$ cat config.mk
export PLATFORM = sky130hd
export DESIGN_NAME = mux_rr_arbiter
export DESIGN_NICKNAME = d
export VERILOG_FILES = /design/src/rtl/mux_arb_pkg.sv /design/src/rtl/rr_priority_pick.sv /design/src/rtl/mux_rr_arbiter.sv
export SDC_FILE = /design/constraint.sdc
export NUM_CORES = 1
export LEC_CHECK = 0
export CAP_MARGIN = 20
export CORE_ASPECT_RATIO = 1.5
export CORE_MARGIN = 2
export CORE_UTILIZATION = 40
export CTS_BUF_LIST = sky130_fd_sc_hd__clkbuf_8
export DETAILED_ROUTE_END_ITERATION = 7
export GPL_TIMING_DRIVEN = 1
export REMOVE_ABC_BUFFERS = 1
export SLEW_MARGIN = 15
export SYNTH_ARGS = -nofsm -noshare
export SYNTH_HDL_FRONTEND = slang
export SYNTH_SLANG_ARGS = --single-unit
$ cat constraint.sdc
create_clock -name clk -period 4.9 [get_ports clk]
set_input_delay 0.49 -clock clk [delete_from_list [all_inputs] [get_ports clk]]
set_output_delay 0.49 -clock clk [all_outputs]
set_load 0.02 [all_outputs]
$ cat src/rtl/mux_arb_pkg.sv
// Shared constants and types for the round-robin arbiter in front of the
// 32:1 mux tree.
package mux_arb_pkg;

   localparam int unsigned N_REQ = 32;
   localparam int unsigned SEL_W = $clog2(N_REQ);

   typedef enum logic [1:0] {
      IDLE    = 2'd0,
      GRANT   = 2'd1,
      RELEASE = 2'd2
   } arb_state_t;

   typedef logic [SEL_W-1:0] sel_t;
   typedef logic [N_REQ-1:0] req_t;

endpackage

$ cat src/rtl/rr_priority_pick.sv
// Combinational round-robin search: first set request at or above ptr,
// wrapping from the top index back to zero.
module rr_priority_pick
   import mux_arb_pkg::*;
(
   input  logic [N_REQ-1:0] req,
   input  sel_t             ptr,
   output logic             any,
   output sel_t             idx
);

   localparam logic [SEL_W:0] NReqW = (SEL_W+1)'(N_REQ);

   logic [2*N_REQ-1:0] dbl;
   logic [N_REQ-1:0]   rot;
   sel_t               off;
   logic [SEL_W:0]     sum;

   always_comb begin
      // Rotating right by ptr puts the highest-priority requester at bit 0.
      dbl = {req, req} >> ptr;
      rot = dbl[N_REQ-1:0];
      off = '0;
      for (int i = N_REQ - 1; i >= 0; i--) begin
         if (rot[i]) begin
            off = sel_t'(i);
         end
      end
      sum = {1'b0, ptr} + {1'b0, off};
      if (sum >= NReqW) begin
         sum = sum - NReqW;
      end
      idx = sum[SEL_W-1:0];
      any = |req;
   end

endmodule

$ cat src/rtl/mux_rr_arbiter.sv
// Round-robin grant controller driving the mux selector; bounded hold time
// and one dead cycle between grants so sel never moves under a live grant.
module mux_rr_arbiter
   import mux_arb_pkg::*;
#(
   parameter int unsigned MAX_HOLD = 16
)
(
   input  logic             clk,
   input  logic             reset,
   input  logic [N_REQ-1:0] req,
   input  logic             done,
   output logic [SEL_W-1:0] sel,
   output logic [N_REQ-1:0] gnt,
   output logic             gnt_valid,
   output logic             timeout,
   output logic             busy
);

   localparam logic [7:0] HoldLast = 8'(MAX_HOLD - 1);
   localparam sel_t       LastIdx  = sel_t'(N_REQ - 1);

   arb_state_t state_q, state_d;
   sel_t       ptr_q, ptr_d;
   sel_t       sel_q, sel_d;
   logic [7:0] hcnt_q, hcnt_d;
   logic       timeout_q, timeout_d;

   logic pick_any;
   sel_t pick_idx;
   logic grant_entry;
   logic hold_end;
   logic withdrawn;

   rr_priority_pick u_pick (
      .req (req),
      .ptr (ptr_q),
      .any (pick_any),
      .idx (pick_idx)
   );

   always_comb begin
      state_d     = state_q;
      ptr_d       = ptr_q;
      sel_d       = sel_q;
      hcnt_d      = hcnt_q;
      timeout_d   = 1'b0;
      grant_entry = 1'b0;
      hold_end    = (hcnt_q == HoldLast);
      withdrawn   = ~req[sel_q];

      unique case (state_q)
         IDLE: begin
            grant_entry = pick_any;
         end
         GRANT: begin
            if (done || withdrawn || hold_end) begin
               state_d   = RELEASE;
               // Forced release only when nothing else already ended the grant.
               timeout_d = hold_end && !done && !withdrawn;
            end else begin
               hcnt_d = hcnt_q + 8'd1;
            end
         end
         RELEASE: begin
            if (pick_any) begin
               grant_entry = 1'b1;
            end else begin
               state_d = IDLE;
            end
         end
         default: begin
            state_d = IDLE;
         end
      endcase

      if (grant_entry) begin
         state_d = GRANT;
         sel_d   = pick_idx;
         ptr_d   = (pick_idx == LastIdx) ? '0 : pick_idx + sel_t'(1);
         hcnt_d  = '0;
      end
   end

   always_ff @(posedge clk) begin
      if (reset) begin
         state_q   <= IDLE;
         ptr_q     <= '0;
         sel_q     <= '0;
         hcnt_q    <= '0;
         timeout_q <= 1'b0;
      end else begin
         state_q   <= state_d;
         ptr_q     <= ptr_d;
         sel_q     <= sel_d;
         hcnt_q    <= hcnt_d;
         timeout_q <= timeout_d;
      end
   end

   always_comb begin
      gnt = '0;
      if (state_q == GRANT) begin
         gnt[sel_q] = 1'b1;
      end
   end

   assign sel       = sel_q;
   assign gnt_valid = (state_q == GRANT);
   assign timeout   = timeout_q;
   assign busy      = (state_q != IDLE);

   a_gnt_onehot : assert property (@(posedge clk) disable iff (reset) $onehot0(gnt));
   a_timeout_rel : assert property (@(posedge clk) disable iff (reset)
      timeout |-> state_q == RELEASE);
   a_hcnt_bound : assert property (@(posedge clk) disable iff (reset)
      32'(hcnt_q) < MAX_HOLD);

endmodule

==> impl_metrics.tcl <==
set metrics [dict create \
    report.power.total_mw 3.16 \
    fin_util_pct 57.6 \
    fmax_ghz 0.211 \
    worstSkewPairLatency_ns 0.26 \
    hold_viol 0 \
    dr.pass1.iters 5 \
    p_leak_nw 2.94 \
    min_path_type "reg2reg" \
    ant_nets 0 \
    io_buffers 74 \
    holdCritStartpoint "hcnt_q[7]$_SDFFE_PP0P_" \
    netlist.area_leader.share_pct 32.7 \
    antenna_found_initial 0 \
    cp-endpoint "ptr_q[3]$_SDFFE_PP0P_" \
    grt_max_degree 25 \
    worst_pin_slew_ns 0.794 \
    yosys_warnings 0 \
    period_share_pct 96.6 \
    synth-seq-area-share_pct 7.54 \
    core_area_sq_um 13500 \
    critPathKind "in2reg" \
    nFillCells 1166 \
    final_common_cell "buf_4" \
    final_nets 804 \
    path_clk_slew_ns 0.08 \
    end_kind "flop" \
    synth_top_cell_by_area "mux4_2" \
    grt_pass1_wl_um 33500 \
    via_per_inst 6.57 \
    cts-buffers-inserted 3 \
    htree_levels 1 \
    synth-edff-count 0 \
    required_ns 5.07 \
    fp.dieW_um 100 \
    areaGrowthSynthToFinish_pct 39.8 \
    critPathLaunch "req[10]" \
    drive_above_1_share_pct 44.5 \
    synth-seq-cells 21 \
    initial_core_util_pct 41.2 \
    die_area_sq_um 14900 \
    synthCells 583 \
    dominantRegCellSynth "dfxtp_1" \
    report.final.slew_viol_count 0 \
    wirelength_um 22000 \
    cts-root-buf "clkbuf_8" \
    place_hpwl_um 17600 \
    rrSetupSlack_ns 0.23 \
    fin_area_sq_um 7790 \
    routedWlPerCell_um 23.8 \
    place_area_sq_um 7410 \
    clock_tree.buffer_depth 2 \
    relSlewSlack_pct 47.0 \
    finalSetupViolations 0 \
    die_h_um 149 \
    io_pins 75 \
    worstRegToRegCells 18 \
    start_kind "primary input" \
    cts.sinks 21 \
    num_vias 6064 \
    r2r_end "ptr_q[3]$_SDFFE_PP0P_" \
    ys_types 66 \
    tritoncts "built" \
    grt_pass1_vias 6187 \
    timing.rr.start "ptr_q[2]$_SDFFE_PP0P_" \
    synth.avg_cell_area_sq_um 9.56 \
    postCtsHoldBufs 0 \
    cap_violations 0 \
    track_usage_pct 28.7 \
    diodes 0 \
    synthTopCellsByArea "mux4_2, dfxtp_1, mux2_2" \
    min_period_ns 4.73 \
    layout_common_cells "buf_4, mux4_2, nor2_1, clkdlybuf4s50_1, mux2i_1" \
    crit_arrival_ns 4.90 \
    status "completed" \
    drc_errors 0 \
    initialDrtViolationCount 491 \
    crit_fanout 7 \
    tns_ns 0 \
    ir_drop_uv 184 \
    power_density_nw_per_um2 405 \
    overflow 0 \
    synthesis.area_sq_um 5570 \
    async_reset_ff_share_pct 0 \
    std_cell_rows 52 \
    fin_skew_ns 0.00195 \
    gp_congestion 0.993 \
]
layer usage:
metal,vias to the layer above,track usage [%],wire (um)
li1,2664,-,-
met1,2971,33.8,8090
met2,335,51.8,11200
met3,94,2.73,1240
met4,0,13.6,1410
met5,-,0,0
synth_stat cells (3+ instances only):
| cell | instances |
|---|---|
| buf_4 | 3 |
| nand3b_1 | 3 |
| inv_1 | 7 |
| mux4_2 | 81 |
| a21oi_1 | 10 |
| or3_1 | 3 |
| a31oi_1 | 6 |
| nor2b_1 | 12 |
| a211oi_1 | 4 |
| ha_1 | 6 |
| clkbuf_1 | 37 |
| nand2b_1 | 12 |
| mux2i_1 | 40 |
| o21ai_0 | 9 |
| nor3_1 | 18 |
| mux4_1 | 8 |
| and2_1 | 6 |
| a22o_1 | 8 |
| nor3b_1 | 3 |
| nor4_1 | 12 |
| nor2_1 | 67 |
| nand4_1 | 5 |
| nand3_1 | 17 |
| o221ai_1 | 3 |
| xnor2_1 | 7 |
| nand2_1 | 35 |
| and3_1 | 7 |
| or2_2 | 4 |
| a22oi_1 | 10 |
| dfxtp_1 | 21 |
| buf_1 | 12 |
| buf_2 | 13 |
| o22ai_1 | 11 |
| a21o_1 | 3 |
| buf_6 | 3 |
| xor2_1 | 6 |
| mux2_2 | 36 |
logic make-up (layout without fill, tap and decap cells):
logic type | after synthesis | count (layout) | share of synthesized area [%]
AOI/OAI and AO/OA | 90 | 90 | 12.2
adders and majority gates | 7 | 7 | 1.71
xor gates and xnor gates | 13 | 13 | 2.04
muxes | 167 | 167 | 51.4
buffers and inverters | 76 | 254 | 6.31
DFF | 21 | 21 | 7.54
and+or+nand+nor | 209 | 209 | 18.7
stage by stage:
step	std cells	setup slack, ns	hold slack (ns)
after global routing	923	-0.0273	0.552
final	923	0.168	0.549
after global placement	904	-0.240	0.497
after detailed placement	904	-0.290	0.509
after floorplan	514	-1.64	0.479
after CTS	909	0.00397	0.532
worst max-delay path: stages:
cell and delay (ns):
clkdlybuf4s50_1 0.41, buf_4 0.17, mux4_1 0.56, mux4_2 0.54
a221oi_2 0.26, buf_4 0.16, nand4_1 0.13, nor3_1 0.22
a31o_2 0.18, a31oi_1 0.09, buf_4 0.15, fa_1 0.41
a21o_1 0.20, a21oi_2 0.15, xnor2_2 0.11, nor2b_1 0.15
mux2_4 0.28, o41ai_2 0.25
area by class of cell:
class                   instances  area, sq um  share of cell area (%)
clock buffers                   3         41.3                   0.530
clock inverters                 1         6.26                  0.0803
inverters                       7         26.3                   0.337
multi-input cells             486         4950                    63.5
flip-flops and latches         21          437                    5.61
well taps                     162          203                    2.60
repair buffers                243         2130                    27.4
worst min path at each step:
stage	to	slack (ns)	cells past startpoint
after floorplan	hcnt_q[1]$_SDFFE_PP0P_	0.48	2
after global placement	hcnt_q[1]$_SDFFE_PP0P_	0.50	2
after detailed placement	hcnt_q[7]$_SDFFE_PP0P_	0.51	2
after CTS	hcnt_q[7]$_SDFFE_PP0P_	0.53	2
after global routing	hcnt_q[7]$_SDFFE_PP0P_	0.55	2
final	hcnt_q[7]$_SDFFE_PP0P_	0.55	2
registers in the layout, indices dropped and copies added (netlist names):
name / cells
state_q: 2
sel: 5
hcnt_q: 8
timeout: 1
ptr_q: 5
where the power goes:
part           leakage [nW]  internal, mW  switching, mW
clock network        0.0260        0.0579         0.0617
registers             0.174         0.199          0.117
logic                  2.74          1.41           1.31
what timing repair did:
action,in CTS,in global routing
endpoints found under the setup margin,2,5
cloned,0,0
pin swaps,0,9
setup buffers,1,14
resized for setup,4,53
Power figures use the tool's default switching activity.
